**config.mk**
```make
export PLATFORM = sky130hd
export DESIGN_NAME = ctrl_pipe_unit
export DESIGN_NICKNAME = d
export VERILOG_FILES = /design/src/rtl/ctrl_pipe_unit.sv
export SDC_FILE = /design/constraint.sdc
export NUM_CORES = 1
export LEC_CHECK = 0
export ABC_CLOCK_PERIOD_IN_PS = 3320
export BUFFER_PORTS_ARGS = -buffer_cell sky130_fd_sc_hd__buf_2
export CORE_MARGIN = 2
export CORE_UTILIZATION = 47
export DETAILED_ROUTE_END_ITERATION = 8
export PLACE_DENSITY = 0.82
export SYNTH_ARGS = -nofsm -noshare
export SYNTH_HDL_FRONTEND = slang
export SYNTH_SLANG_ARGS = --single-unit
```
**constraint.sdc**
```tcl
create_clock -name clk -period 3.32 [get_ports clk]
set_input_delay 0.166 -clock clk [delete_from_list [all_inputs] [get_ports clk]]
set_output_delay 0.166 -clock clk [all_outputs]
set_load 0.01 [all_outputs]
```
**src/rtl/ctrl_pipe_unit.sv**
```systemverilog
// Pipelined RV32I control unit: ID decode, ID/EX, EX/MEM and MEM/WB control registers, EX redirect.
// Define CTRL_JUMP_EN to decode JAL/JALR; otherwise both opcodes are treated as illegal.
module ctrl_pipe_unit #(
    parameter int ALUCTRL_W = 4
) (
    input  logic                 clk,
    input  logic                 rst,
    input  logic [6:0]           Op,
    input  logic [2:0]           funct3,
    input  logic [6:0]           funct7,
    input  logic                 StallE,
    input  logic                 FlushE,
    input  logic                 ZeroE,
    input  logic                 LtE,
    input  logic                 LtuE,
    output logic [2:0]           ImmSrcD,
    output logic                 IllegalD,
    output logic [ALUCTRL_W-1:0] ALUControlE,
    output logic                 ALUSrcE,
    output logic                 JalrE,
    output logic                 PCSrcE,
    output logic                 RegWriteM,
    output logic                 MemWriteM,
    output logic [1:0]           ResultSrcM,
    output logic                 RegWriteW,
    output logic [1:0]           ResultSrcW
);

    localparam logic [3:0] ALU_ADD  = 4'd0,  ALU_SUB  = 4'd1,  ALU_AND = 4'd2, ALU_OR  = 4'd3;
    localparam logic [3:0] ALU_XOR  = 4'd4,  ALU_SLT  = 4'd5,  ALU_SLTU = 4'd6, ALU_SLL = 4'd7;
    localparam logic [3:0] ALU_SRL  = 4'd8,  ALU_SRA  = 4'd9,  ALU_PASSB = 4'd10;
    localparam logic [2:0] IMM_I = 3'd0, IMM_S = 3'd1, IMM_B = 3'd2, IMM_J = 3'd3, IMM_U = 3'd4;

    function automatic logic [3:0] alu_from_f3(input logic is_r, input logic [2:0] f3, input logic f7b5);
        case (f3)
            3'b000:  return (is_r && f7b5) ? ALU_SUB : ALU_ADD;
            3'b001:  return ALU_SLL;
            3'b010:  return ALU_SLT;
            3'b011:  return ALU_SLTU;
            3'b100:  return ALU_XOR;
            3'b101:  return f7b5 ? ALU_SRA : ALU_SRL;
            3'b110:  return ALU_OR;
            default: return ALU_AND;
        endcase
    endfunction

    // Only funct7[5] distinguishes SUB/SRA; the rest of the field is don't-care.
    logic unused_funct7;
    assign unused_funct7 = ^{funct7[6], funct7[4:0]};

    logic       reg_write_d, alu_src_d, mem_write_d, branch_d;
    logic [1:0] result_src_d;
    logic [2:0] funct3_d;
    logic [3:0] alu_op_d;
    logic [ALUCTRL_W-1:0] alu_ctrl_d;
`ifdef CTRL_JUMP_EN
    logic       jump_d, jalr_d;
`endif

    always_comb begin
        reg_write_d  = 1'b0;
        alu_src_d    = 1'b0;
        mem_write_d  = 1'b0;
        branch_d     = 1'b0;
        result_src_d = 2'b00;
        funct3_d     = funct3;
        alu_op_d     = ALU_ADD;
        ImmSrcD      = IMM_I;
        IllegalD     = 1'b0;
`ifdef CTRL_JUMP_EN
        jump_d       = 1'b0;
        jalr_d       = 1'b0;
`endif
        case (Op)
            7'b0110011: begin
                reg_write_d = 1'b1;
                alu_op_d    = alu_from_f3(1'b1, funct3, funct7[5]);
            end
            7'b0010011: begin
                reg_write_d = 1'b1;
                alu_src_d   = 1'b1;
                alu_op_d    = alu_from_f3(1'b0, funct3, funct7[5]);
            end
            7'b0000011: begin
                reg_write_d  = 1'b1;
                alu_src_d    = 1'b1;
                result_src_d = 2'b01;
            end
            7'b0100011: begin
                alu_src_d   = 1'b1;
                mem_write_d = 1'b1;
                ImmSrcD     = IMM_S;
            end
            7'b1100011: begin
                branch_d = 1'b1;
                alu_op_d = ALU_SUB;
                ImmSrcD  = IMM_B;
            end
            7'b0110111: begin
                reg_write_d = 1'b1;
                alu_src_d   = 1'b1;
                alu_op_d    = ALU_PASSB;
                ImmSrcD     = IMM_U;
            end
`ifdef CTRL_JUMP_EN
            7'b1101111: begin
                reg_write_d  = 1'b1;
                result_src_d = 2'b10;
                jump_d       = 1'b1;
                ImmSrcD      = IMM_J;
            end
            7'b1100111: begin
                reg_write_d  = 1'b1;
                alu_src_d    = 1'b1;
                result_src_d = 2'b10;
                jump_d       = 1'b1;
                jalr_d       = 1'b1;
            end
`endif
            default: begin
                IllegalD = 1'b1;
                funct3_d = 3'b000;
            end
        endcase
    end

    // Zero-extend the 4-bit ALU code to the configured output width.
    genvar gi;
    generate
        for (gi = 0; gi < ALUCTRL_W; gi++) begin : g_alu_ext
            if (gi < 4) begin : g_code
                assign alu_ctrl_d[gi] = alu_op_d[gi];
            end else begin : g_pad
                assign alu_ctrl_d[gi] = 1'b0;
            end
        end
    endgenerate

    logic                 ex_reg_write_reg, ex_alu_src_reg, ex_mem_write_reg, ex_branch_reg;
    logic [1:0]           ex_result_src_reg;
    logic [2:0]           ex_funct3_reg;
    logic [ALUCTRL_W-1:0] ex_alu_ctrl_reg;
    logic                 ex_reg_write_next, ex_alu_src_next, ex_mem_write_next, ex_branch_next;
    logic [1:0]           ex_result_src_next;
    logic [2:0]           ex_funct3_next;
    logic [ALUCTRL_W-1:0] ex_alu_ctrl_next;
    logic                 mem_reg_write_reg, mem_mem_write_reg, wb_reg_write_reg;
    logic [1:0]           mem_result_src_reg, wb_result_src_reg;
    logic                 mem_reg_write_next, mem_mem_write_next;
    logic [1:0]           mem_result_src_next;

    // Flush beats stall; a stalled EX sends a bubble downstream rather than a duplicate.
    always_comb begin
        ex_reg_write_next  = reg_write_d;
        ex_alu_src_next    = alu_src_d;
        ex_mem_write_next  = mem_write_d;
        ex_branch_next     = branch_d;
        ex_result_src_next = result_src_d;
        ex_funct3_next     = funct3_d;
        ex_alu_ctrl_next   = alu_ctrl_d;
        if (FlushE) begin
            ex_reg_write_next  = 1'b0;
            ex_alu_src_next    = 1'b0;
            ex_mem_write_next  = 1'b0;
            ex_branch_next     = 1'b0;
            ex_result_src_next = 2'b00;
            ex_funct3_next     = 3'b000;
            ex_alu_ctrl_next   = '0;
        end else if (StallE) begin
            ex_reg_write_next  = ex_reg_write_reg;
            ex_alu_src_next    = ex_alu_src_reg;
            ex_mem_write_next  = ex_mem_write_reg;
            ex_branch_next     = ex_branch_reg;
            ex_result_src_next = ex_result_src_reg;
            ex_funct3_next     = ex_funct3_reg;
            ex_alu_ctrl_next   = ex_alu_ctrl_reg;
        end
        mem_reg_write_next  = StallE ? 1'b0  : ex_reg_write_reg;
        mem_mem_write_next  = StallE ? 1'b0  : ex_mem_write_reg;
        mem_result_src_next = StallE ? 2'b00 : ex_result_src_reg;
    end

    always_ff @(posedge clk) begin
        if (rst) begin
            ex_reg_write_reg   <= 1'b0;
            ex_alu_src_reg     <= 1'b0;
            ex_mem_write_reg   <= 1'b0;
            ex_branch_reg      <= 1'b0;
            ex_result_src_reg  <= 2'b00;
            ex_funct3_reg      <= 3'b000;
            ex_alu_ctrl_reg    <= '0;
            mem_reg_write_reg  <= 1'b0;
            mem_mem_write_reg  <= 1'b0;
            mem_result_src_reg <= 2'b00;
            wb_reg_write_reg   <= 1'b0;
            wb_result_src_reg  <= 2'b00;
        end else begin
            ex_reg_write_reg   <= ex_reg_write_next;
            ex_alu_src_reg     <= ex_alu_src_next;
            ex_mem_write_reg   <= ex_mem_write_next;
            ex_branch_reg      <= ex_branch_next;
            ex_result_src_reg  <= ex_result_src_next;
            ex_funct3_reg      <= ex_funct3_next;
            ex_alu_ctrl_reg    <= ex_alu_ctrl_next;
            mem_reg_write_reg  <= mem_reg_write_next;
            mem_mem_write_reg  <= mem_mem_write_next;
            mem_result_src_reg <= mem_result_src_next;
            wb_reg_write_reg   <= mem_reg_write_reg;
            wb_result_src_reg  <= mem_result_src_reg;
        end
    end

    logic branch_cond;
    always_comb begin
        case (ex_funct3_reg)
            3'b000:  branch_cond = ZeroE;
            3'b001:  branch_cond = !ZeroE;
            3'b100:  branch_cond = LtE;
            3'b101:  branch_cond = !LtE;
            3'b110:  branch_cond = LtuE;
            3'b111:  branch_cond = !LtuE;
            default: branch_cond = 1'b0;
        endcase
    end

`ifdef CTRL_JUMP_EN
    logic ex_jump_reg, ex_jalr_reg, ex_jump_next, ex_jalr_next;
    always_comb begin
        ex_jump_next = jump_d;
        ex_jalr_next = jalr_d;
        if (FlushE) begin
            ex_jump_next = 1'b0;
            ex_jalr_next = 1'b0;
        end else if (StallE) begin
            ex_jump_next = ex_jump_reg;
            ex_jalr_next = ex_jalr_reg;
        end
    end

    always_ff @(posedge clk) begin
        if (rst) begin
            ex_jump_reg <= 1'b0;
            ex_jalr_reg <= 1'b0;
        end else begin
            ex_jump_reg <= ex_jump_next;
            ex_jalr_reg <= ex_jalr_next;
        end
    end

    assign JalrE  = ex_jalr_reg;
    assign PCSrcE = (ex_branch_reg & branch_cond) | ex_jump_reg;
`else
    assign JalrE  = 1'b0;
    assign PCSrcE = ex_branch_reg & branch_cond;
`endif

    assign ALUControlE = ex_alu_ctrl_reg;
    assign ALUSrcE     = ex_alu_src_reg;
    assign RegWriteM   = mem_reg_write_reg;
    assign MemWriteM   = mem_mem_write_reg;
    assign ResultSrcM  = mem_result_src_reg;
    assign RegWriteW   = wb_reg_write_reg;
    assign ResultSrcW  = wb_result_src_reg;

endmodule
```
==> impl_metrics.ini <==
[outcome]
status = finished, final reports clean

[global_routing]
antenna_found_initial = 0
grt_pass1_wl_mm = 2.68
grt-ovfl-total = 0
grt_pass1_vias = 666
grt_max_degree = 17
track_usage_pct = 17.8

[drt]
ant_nets = 0
first_pass_iters = 4
wl_per_cell_um = 11.2
drt_wl_total_mm = 1.72
vias = 796
drc = 0
drtIter0Drc = 26
viasPerCell = 5.17

[logic_synthesis]
synth_largest_area_cell = dfxtp_1
syn_inst = 97
synth_top_area_share_pct = 40.2
ys_seq_area_share_pct = 40.2
synth.distinct_cells = 36
yosys_warnings = 0
synth_seq_cells = 17
syn_avg_cell_area_um2 = 8.73
syn_area_um2 = 847
synthTopCellsByArea = dfxtp_1 40%, nor2_1 4.4%, a32o_1 3.5%

[run]
timing.max_cap.violations = 0

[worst_setup_path]
arrival_ns = 1.31
cp_slowest_cell = dfxtp_1
r2r_end = ALUControlE[3]
path_class = flop to output port
end_kind = output port
startpoint_type = flop
critPathRequiredTime_ns = 3.15
ff2ff_setup_slack_ns = 2.59
cp_top_family = flip-flops
worst_r2r_path_depth = 2
cp_max_fo = 3
path_buf_inv = 1
crit_chain = mux2i_1 -> xor2_1 -> o21ai_0 -> buf_2
cp_slowest_stage_delay_ns = 0.39
regToRegStartpoint = ALUControlE[3]

[timing]
fmax_mhz = 676
skew_ns = 0.000792
finalSetupViolations = 0
hold_viol = 0
rsz0062_at_grt = no
period_needed_ns = 1.48
post-route-period-util_pct = 44.6
slew_violations = 0
setup-tns-final_ns = 0

[power]
leakagePower_nw = 0.466
power.density_mw_per_mm2 = 345
peakVddDrop_mv = 0.187

[cts]
cts_resized = 0
cts_hold_buffers = 0
cts_buffer_depth = 2
path_clk_slew_ns = 0.09
cts-root-buf = clkbuf_4
cts_made_buffers = 3
post_cts_buffers = 0
clk_latency_ns = 0.28
tritoncts = yes
cts.sinks = 17
htreeDepth = 1

[cells_and_area]
antenna_cells = 0
fillers = 149
final_cell_mix = 32 x buf_2, 17 x dfxtp_1, 10 x nor2_1
largest_reg_flops = 4
final_common_cell = buf_2
final_util_pct = 60.6
syn2layout_area_growth_pct = 22.2
fin_nets = 154
drive_above_1_share_pct = 31.0

[placement]
io_buffer_count = 32
gp_routability_congestion = 0.797
dp_hpwl_mm = 1.35

[worst_hold_path]
hp-start = rst
hp-class = input port to flop
hold_depth = 2
holdPathEnd = RegWriteW

[die]
start_util_pct = 49.6
die_h_um = 46.5
die_area_mm2 = 0.00216
rows = 15
core_area_mm2 = 0.00171
ioPinCount = 42
die_w_um = 46.5
==> cells in the mapped netlist <==
| library cell | count |
|---|---|
| a21o_1 | 1 |
| a21oi_1 | 5 |
| a221oi_1 | 2 |
| a22o_1 | 1 |
| a22oi_1 | 1 |
| a32o_1 | 3 |
| and2_1 | 4 |
| and3b_1 | 1 |
| buf_4 | 4 |
| clkbuf_1 | 2 |
| conb_1 | 1 |
| dfxtp_1 | 17 |
| inv_1 | 6 |
| mux2_2 | 1 |
| mux2i_1 | 1 |
| nand2_1 | 8 |
| nand2b_1 | 1 |
| nand3_1 | 2 |
| nand3b_1 | 1 |
| nand4_1 | 3 |
| nand4bb_4 | 1 |
| nor2_1 | 10 |
| nor2b_1 | 4 |
| nor3_1 | 1 |
| nor3b_1 | 1 |
| nor4_1 | 1 |
| nor4bb_1 | 2 |
| o21a_1 | 1 |
| o21ai_0 | 2 |
| o31ai_1 | 1 |
| or2_2 | 1 |
| or2_4 | 1 |
| or3_2 | 1 |
| or4_1 | 1 |
| xnor2_1 | 1 |
| xor2_1 | 3 |
==> worst register-to-register path, stage by stage, from the launching register on <==
cell and delay (ns):
dfxtp_1 0.33, inv_1 0.04, a221oi_1 0.27
==> where the power goes <==
group / internal (mW) / total, mW / switching, mW
Combinational: 0.0194 / 0.0457 / 0.0264
Clock: 0.0467 / 0.106 / 0.0594
Sequential: 0.205 / 0.205 / 0.000550
==> layer usage <==
layer | vias up | track usage, % | routed length, um
met1 | 348 | 23.0 | 755
met2 | 44 | 27.8 | 780
met4 | 0 | 10.9 | 38
met3 | 4 | 2.35 | 147
li1 | 400 | - | -
met5 | - | 0 | 0
==> how the worst max path moves through the flow <==
stage / cells past startpoint / end / startpoint / slack (ns)
after floorplan: 4 / ex_result_src_reg[0] / Op[6] / 2.10
after global placement: 5 / ex_mem_write_reg / Op[6] / 1.93
after detailed placement: 5 / ex_result_src_reg[0] / Op[6] / 1.90
after CTS: 4 / PCSrcE / ex_funct3_reg[1] / 1.83
after global routing: 4 / PCSrcE / ex_funct3_reg[1] / 1.80
final: 4 / PCSrcE / ex_funct3_reg[1] / 1.84
==> area by class of cell <==
type | count | area, um2 | area share, %
timing repair buffer | 32 | 160 | 15.5
clock buffer | 4 | 26.3 | 2.54
tap | 25 | 31.3 | 3.02
sequential | 17 | 340 | 32.9
multi-input combinational | 70 | 454 | 43.9
inverter | 6 | 22.5 | 2.18
==> cells by family after synthesis <==
logic type,share of synthesized area [%]
buffers and inverters,7.09
DFF,40.2
other,0.443
xor gates and xnor gates,4.14
muxes,2.51
and+or+nand+nor,31.3
AOI/OAI and AO/OA,14.3
==> stage by stage <==
step / setup slack [ns] / power [mW] / instance area (um2) / instances / hold slack, ns
finish: 1.84 / 0.357 / 1030 / 154 / 0.0883
global route: 1.80 / 0.373 / 1030 / 154 / 0.0870
CTS: 1.83 / 0.360 / 1030 / 154 / 0.0873
detailed placement: 1.90 / 0.255 / 1010 / 150 / 0.394
global placement: 1.93 / 0.254 / 1010 / 150 / 0.388
floorplan: 2.10 / 0.236 / 855 / 99 / 0.238
Power figures use the tool's default switching activity.
